===== src/rtl/audio_sample_unpack.sv =====
// Unpacks FIFO bytes into mono/stereo PCM frames, buffers one frame and hands
// left/right samples to the S/PDIF transmitter on each ack.
module audio_sample_unpack #(
    parameter int unsigned OUT_W  = 24,
    parameter int unsigned UCNT_W = 16
) (
    input  logic              clk,
    input  logic              rst,
    input  logic              enable,
    input  logic [1:0]        fmt,
    input  logic [7:0]        fifo_data,
    input  logic              fifo_empty,
    output logic              fifo_rena,
    output logic [OUT_W-1:0]  audio_l,
    output logic [OUT_W-1:0]  audio_r,
    output logic              audio_valid,
    input  logic              audio_ack,
    output logic [UCNT_W-1:0] underrun_cnt,
    input  logic              underrun_clr
);

    localparam logic [1:0] FMT_MONO8    = 2'b00;
    localparam logic [1:0] FMT_MONO16   = 2'b01;
    localparam logic [1:0] FMT_STEREO16 = 2'b10;
    localparam logic [1:0] FMT_STEREO8  = 2'b11;

    logic              en_q;
    logic [1:0]        fmt_q, fmt_d;
    logic [1:0]        byte_idx_q, byte_idx_d;
    logic [3:0][7:0]   asm_q, asm_d;
    logic              staged_valid_q, staged_valid_d;
    logic [OUT_W-1:0]  staged_l_q, staged_l_d;
    logic [OUT_W-1:0]  staged_r_q, staged_r_d;
    logic [OUT_W-1:0]  audio_l_q, audio_l_d;
    logic [OUT_W-1:0]  audio_r_q, audio_r_d;
    logic              audio_valid_q;
    logic [UCNT_W-1:0] underrun_cnt_q, underrun_cnt_d;

    logic [1:0]        last_idx;
    logic              is_last;
    logic              pop;
    logic              frame_done;
    logic              underrun;
    logic [OUT_W-1:0]  new_l, new_r;

    // Left-justify a 16-bit sample and zero-pad the low bits.
    function automatic logic [OUT_W-1:0] pad16(input logic [15:0] s);
        logic [OUT_W-1:0] v;
        v = '0;
        v[OUT_W-1 -: 16] = s;
        return v;
    endfunction

    always_comb begin
        last_idx = 2'd0;
        case (fmt_q)
            FMT_MONO8:    last_idx = 2'd0;
            FMT_MONO16:   last_idx = 2'd1;
            FMT_STEREO16: last_idx = 2'd3;
            FMT_STEREO8:  last_idx = 2'd1;
            default:      last_idx = 2'd0;
        endcase
    end

    assign is_last    = (byte_idx_q == last_idx);
    // The final byte may only be taken when the staging slot is free or being drained now.
    assign pop        = en_q & ~fifo_empty & (~is_last | ~staged_valid_q | audio_ack);
    assign frame_done = pop & is_last;
    assign underrun   = en_q & audio_ack & ~staged_valid_q;
    assign fifo_rena  = pop;

    // The completing byte comes straight from fifo_data, not from the assembly regs.
    always_comb begin
        new_l = '0;
        new_r = '0;
        case (fmt_q)
            FMT_MONO8: begin
                new_l = pad16({fifo_data, fifo_data});
                new_r = new_l;
            end
            FMT_MONO16: begin
                new_l = pad16({fifo_data, asm_q[0]});
                new_r = new_l;
            end
            FMT_STEREO16: begin
                new_l = pad16({asm_q[1], asm_q[0]});
                new_r = pad16({fifo_data, asm_q[2]});
            end
            FMT_STEREO8: begin
                new_l = pad16({asm_q[0], asm_q[0]});
                new_r = pad16({fifo_data, fifo_data});
            end
            default: begin
                new_l = '0;
                new_r = '0;
            end
        endcase
    end

    always_comb begin
        fmt_d          = en_q ? fmt_q : fmt;
        byte_idx_d     = byte_idx_q;
        asm_d          = asm_q;
        staged_valid_d = staged_valid_q;
        staged_l_d     = staged_l_q;
        staged_r_d     = staged_r_q;
        audio_l_d      = audio_l_q;
        audio_r_d      = audio_r_q;
        underrun_cnt_d = underrun_cnt_q;

        if (!en_q) begin
            byte_idx_d     = 2'd0;
            staged_valid_d = 1'b0;
        end else begin
            if (audio_ack && staged_valid_q) begin
                staged_valid_d = 1'b0;
            end
            if (pop) begin
                asm_d[byte_idx_q] = fifo_data;
                if (is_last) begin
                    byte_idx_d     = 2'd0;
                    staged_l_d     = new_l;
                    staged_r_d     = new_r;
                    staged_valid_d = 1'b1;
                end else begin
                    byte_idx_d = byte_idx_q + 2'd1;
                end
            end
        end

        if (audio_ack) begin
            if (en_q && staged_valid_q) begin
                audio_l_d = staged_l_q;
                audio_r_d = staged_r_q;
            end else begin
                audio_l_d = '0;
                audio_r_d = '0;
            end
        end

        if (underrun_clr) begin
            underrun_cnt_d = '0;
        end else if (underrun && (underrun_cnt_q != {UCNT_W{1'b1}})) begin
            underrun_cnt_d = underrun_cnt_q + UCNT_W'(1);
        end
    end

    always_ff @(posedge clk) begin
        if (rst) begin
            en_q           <= 1'b0;
            fmt_q          <= FMT_MONO8;
            byte_idx_q     <= 2'd0;
            asm_q          <= '0;
            staged_valid_q <= 1'b0;
            staged_l_q     <= '0;
            staged_r_q     <= '0;
            audio_l_q      <= '0;
            audio_r_q      <= '0;
            audio_valid_q  <= 1'b0;
            underrun_cnt_q <= '0;
        end else begin
            en_q           <= enable;
            fmt_q          <= fmt_d;
            byte_idx_q     <= byte_idx_d;
            asm_q          <= asm_d;
            staged_valid_q <= staged_valid_d;
            staged_l_q     <= staged_l_d;
            staged_r_q     <= staged_r_d;
            audio_l_q      <= audio_l_d;
            audio_r_q      <= audio_r_d;
            audio_valid_q  <= enable;
            underrun_cnt_q <= underrun_cnt_d;
        end
    end

    assign audio_l      = audio_l_q;
    assign audio_r      = audio_r_q;
    assign audio_valid  = audio_valid_q;
    assign underrun_cnt = underrun_cnt_q;

endmodule


===== config.mk =====
export PLATFORM = sky130hd
export DESIGN_NAME = audio_sample_unpack
export DESIGN_NICKNAME = d
export VERILOG_FILES = /design/src/rtl/audio_sample_unpack.sv
export SDC_FILE = /design/constraint.sdc
export NUM_CORES = 1
export LEC_CHECK = 0
export CAP_MARGIN = 25
export CORE_ASPECT_RATIO = 0.7
export CORE_MARGIN = 2
export CORE_UTILIZATION = 37
export CTS_BUF_LIST = sky130_fd_sc_hd__clkbuf_2
export CTS_CLUSTER_SIZE = 12
export DETAILED_ROUTE_END_ITERATION = 10
export GPL_TIMING_DRIVEN = 0
export SETUP_SLACK_MARGIN = 0.5
export SLEW_MARGIN = 20
export SYNTH_ARGS = -nofsm -noshare
export SYNTH_HDL_FRONTEND = slang
export SYNTH_SLANG_ARGS = --single-unit
export TNS_END_PERCENT = 5

===== constraint.sdc =====
create_clock -name clk -period 2.2 [get_ports clk]
set_clock_uncertainty 0.15 [all_clocks]
set_input_delay 0.44 -clock clk [delete_from_list [all_inputs] [get_ports clk]]
set_output_delay 0.44 -clock clk [all_outputs]
set_load 0.02 [all_outputs]

==> flow_metrics.env <==
export IMPL_status="finished with violations"
export IMPL_violations="setup timing"
export IMPL_antenna_found_initial=0
export IMPL_dp_slack_ns=-0.787
export IMPL_root_buffer="clkbuf_2"
export IMPL_worst_slack_ns=-0.273
export IMPL_setup_worst_path_class="flop to output port"
export IMPL_post_route_util=0.556
export IMPL_hold_path_class="input pin to flop"
export IMPL_grt_setup_unrepaired="true"
export IMPL_drt_iter0_drc=278
export IMPL_fmax_ghz=0.404
export IMPL_holdWs_ns=0.236
export IMPL_area_delta_synth_final_pct=47.5
export IMPL_syn_inst=563
export IMPL_crit_family="flip-flops"
export IMPL_synth_cell_types=46
export IMPL_first_global_vias=4185
export IMPL_postSynthAreaPerCell_um2=8.73
export IMPL_crit_arrival_ns=1.88
export IMPL_max_cap_violations=0
export IMPL_n_antenna_cell=0
export IMPL_ys_flop_type="dfxtp_1"
export IMPL_max_stage_delay_ns=0.46
export IMPL_cts_tree="built"
export IMPL_htreeDepth=3
export IMPL_viasPerCell=5.23
export IMPL_ys_top_cells_by_area="dfxtp_1 (45%), mux2i_1 (6.9%), nor2_1 (6.6%)"
export IMPL_muxShareOfSynthArea=0.0693
export IMPL_die_area_um2=14200
export IMPL_placed_area_um2=5930
export IMPL_setup_viol=1
export IMPL_critPathBufInv=2
export IMPL_final_nets=704
export IMPL_endpoint_kind="output port"
export IMPL_vias=4442
export IMPL_yosysMostFrequentCell="dfxtp_1"
export IMPL_dp_hpwl_um=9180
export IMPL_p_per_area_nw_per_um2=493
export IMPL_drtAntennaViolNets=0
export IMPL_nFillCells=1143
export IMPL_critPathSlowestCell="dfxtp_4"
export IMPL_finish_instance_area_um2=7250
export IMPL_grt_usage=0.192
export IMPL_min_period_over_period=1.12
export IMPL_clk_pin_slew_ns=0.29
export IMPL_cts_sinks=110
export IMPL_async_reset_ff_frac=0
export IMPL_synth_top_cells_by_count="dfxtp_1 (110), nor2_1 (86), a21oi_1 (57)"
export IMPL_overflow=0
export IMPL_relSlewSlack=0.539
export IMPL_core_area_um2=13100
export IMPL_slew_violations=0
export IMPL_worst_ir_drop_vdd_uv=342
export IMPL_cp_start_kind="flop"
export IMPL_netlist_area_um2=4910
export IMPL_grt_pass1_wl_um=21500
export IMPL_synthAdderAreaFrac=0.0255
export IMPL_cts_buffer_depth=2
export IMPL_cts_hold_buf=0
export IMPL_regArea_um2=2310
export IMPL_rows=35
export IMPL_ys_seq_elements=110
export IMPL_wire_per_inst_um=16.0
export IMPL_start_util=0.377
export IMPL_synthXorXnorAreaFrac=0.0120
export IMPL_synth_compound_area_frac=0.149
export IMPL_netlist_area_leader_share=0.448
export IMPL_die_w_um=142
export IMPL_synth_edf_count=0
export IMPL_worst_slew_pin_transition_ns=0.692
export IMPL_synth_seq_area_share=0.448
export IMPL_multi_input_area_um2=3180
export IMPL_wirelength_um=13600
export IMPL_cellLeakagePower_nw=2.75
export IMPL_synth_top_family_by_area="simple AND/OR/NAND/NOR gates"
export IMPL_drc=0
export IMPL_die_h_um=100
export IMPL_cts_buffers=9
export IMPL_final_hold_viol_count=0
export IMPL_drtPass1Iterations=4
export IMPL_drive_gt1_frac=0.420
export IMPL_crit_chain="inv_4 > ha_4 > xnor2_4 > o31a_2 > buf_6"
export IMPL_yosys_area_share_simple=0.230
export IMPL_cp_required_ns=1.61
export IMPL_yosysTopAreaCell="dfxtp_1"
export IMPL_clock_latency_ns=0.62
export IMPL_gp_congestion=0.818
export IMPL_grt_max_degree=21
export IMPL_portBuffers=64
export IMPL_ys_warn_count=0
export IMPL_io_pins=82
export IMPL_fin_crit_ns=2.47
export IMPL_cp_max_fo=4
-- routing by layer --
layer  global-route usage  routed length (um)
met1                0.283                6720
met5                    0                   0
met3               0.0453                 771
met2                0.280                5930
met4               0.0531                 144
-- final timing paths --
kind                                from                     endpoint  slack, ns  cells after the start
max                fmt_q[1]$_SDFFE_PP0N_                    fifo_rena      -0.27                      5
min                               enable       audio_valid$_SDFF_PP0_       0.24                      2
max reg2reg        fmt_q[1]$_SDFFE_PP0N_        asm_q[3]$_SDFFE_PP0P_       0.08                      8
min reg2reg  staged_r_q[12]$_SDFFE_PP0P_  staged_r_q[12]$_SDFFE_PP0P_       0.34                      2
-- worst register-to-register path, cell delays in order (launching register included) --
cell,delay (ns)
dfxtp_4,0.46
inv_4,0.04
ha_4,0.17
xnor2_4,0.13
buf_4,0.15
buf_6,0.12
o311ai_4,0.51
mux2i_1,0.25
nor2_1,0.07
-- cell type report --
cell class	count	share of cell area
multi-input combinational	404	0.439
inverter	8	0.00483
clock inverter	7	0.0121
buffer	56	0.0627
sequential	110	0.319
timing repair buffer	89	0.128
clock buffer	9	0.00621
tap	166	0.0287
-- sequential cells by signal, indices dropped and copies added, names as in the netlist --
| signal | count |
|---|---|
| byte_idx_q | 2 |
| audio_r | 16 |
| staged_r_q | 16 |
| asm_q | 24 |
| underrun_cnt | 16 |
| fmt_q | 2 |
| audio_l | 16 |
| staged_l_q | 16 |
| audio_valid | 1 |
| staged_valid_q | 1 |
-- timing repair --
item | 4_1_cts | 5_1_grt
setup buffers | 13 | 12
pin swaps | 73 | 76
gates resized for setup | 442 | 109
setup endpoints to repair | 154 | 145
-- cell families after synthesis --
logic type      after synthesis
compound gates              106
xor+xnor                      5
fa+ha+maj                    10
buf+inv                      64
flops                       110
mux                          34
other cells                   1
simple gates                233
-- cell usage in the layout, fill, tap and decap left out, types with 8 or more instances in the layout --
cell type / instances
conb_1: 16
buf_4: 35
nand2_2: 12
nor3_1: 11
mux2i_1: 34
clkdlybuf4s50_1: 13
nor2b_1: 34
nand2_4: 12
a221o_1: 8
a22oi_1: 8
nor2_1: 84
a211oi_4: 8
nor3_2: 10
clkbuf_1: 16
a21oi_2: 20
a21oi_1: 37
dfxtp_2: 33
nand2_1: 16
clkbuf_2: 14
dfxtp_4: 18
nand2b_1: 10
dfxtp_1: 59
buf_6: 58
-- stage by stage --
stage | cells | TNS (ns) | power, mW
detailed placement | 808 | -42.99 | 2.45
global route | 849 | -0.385 | 3.75
floorplan | 578 | 0 | 2.33
finish | 849 | -0.273 | 3.58
CTS | 837 | -0.314 | 3.51
global placement | 808 | -40.76 | 2.45
-- power breakdown --
group	internal, mW	switching, mW
clock network	0.295	0.713
logic	0.214	0.314
registers	2.01	0.0307
Note: power is estimated with default switching activity, not from simulation.
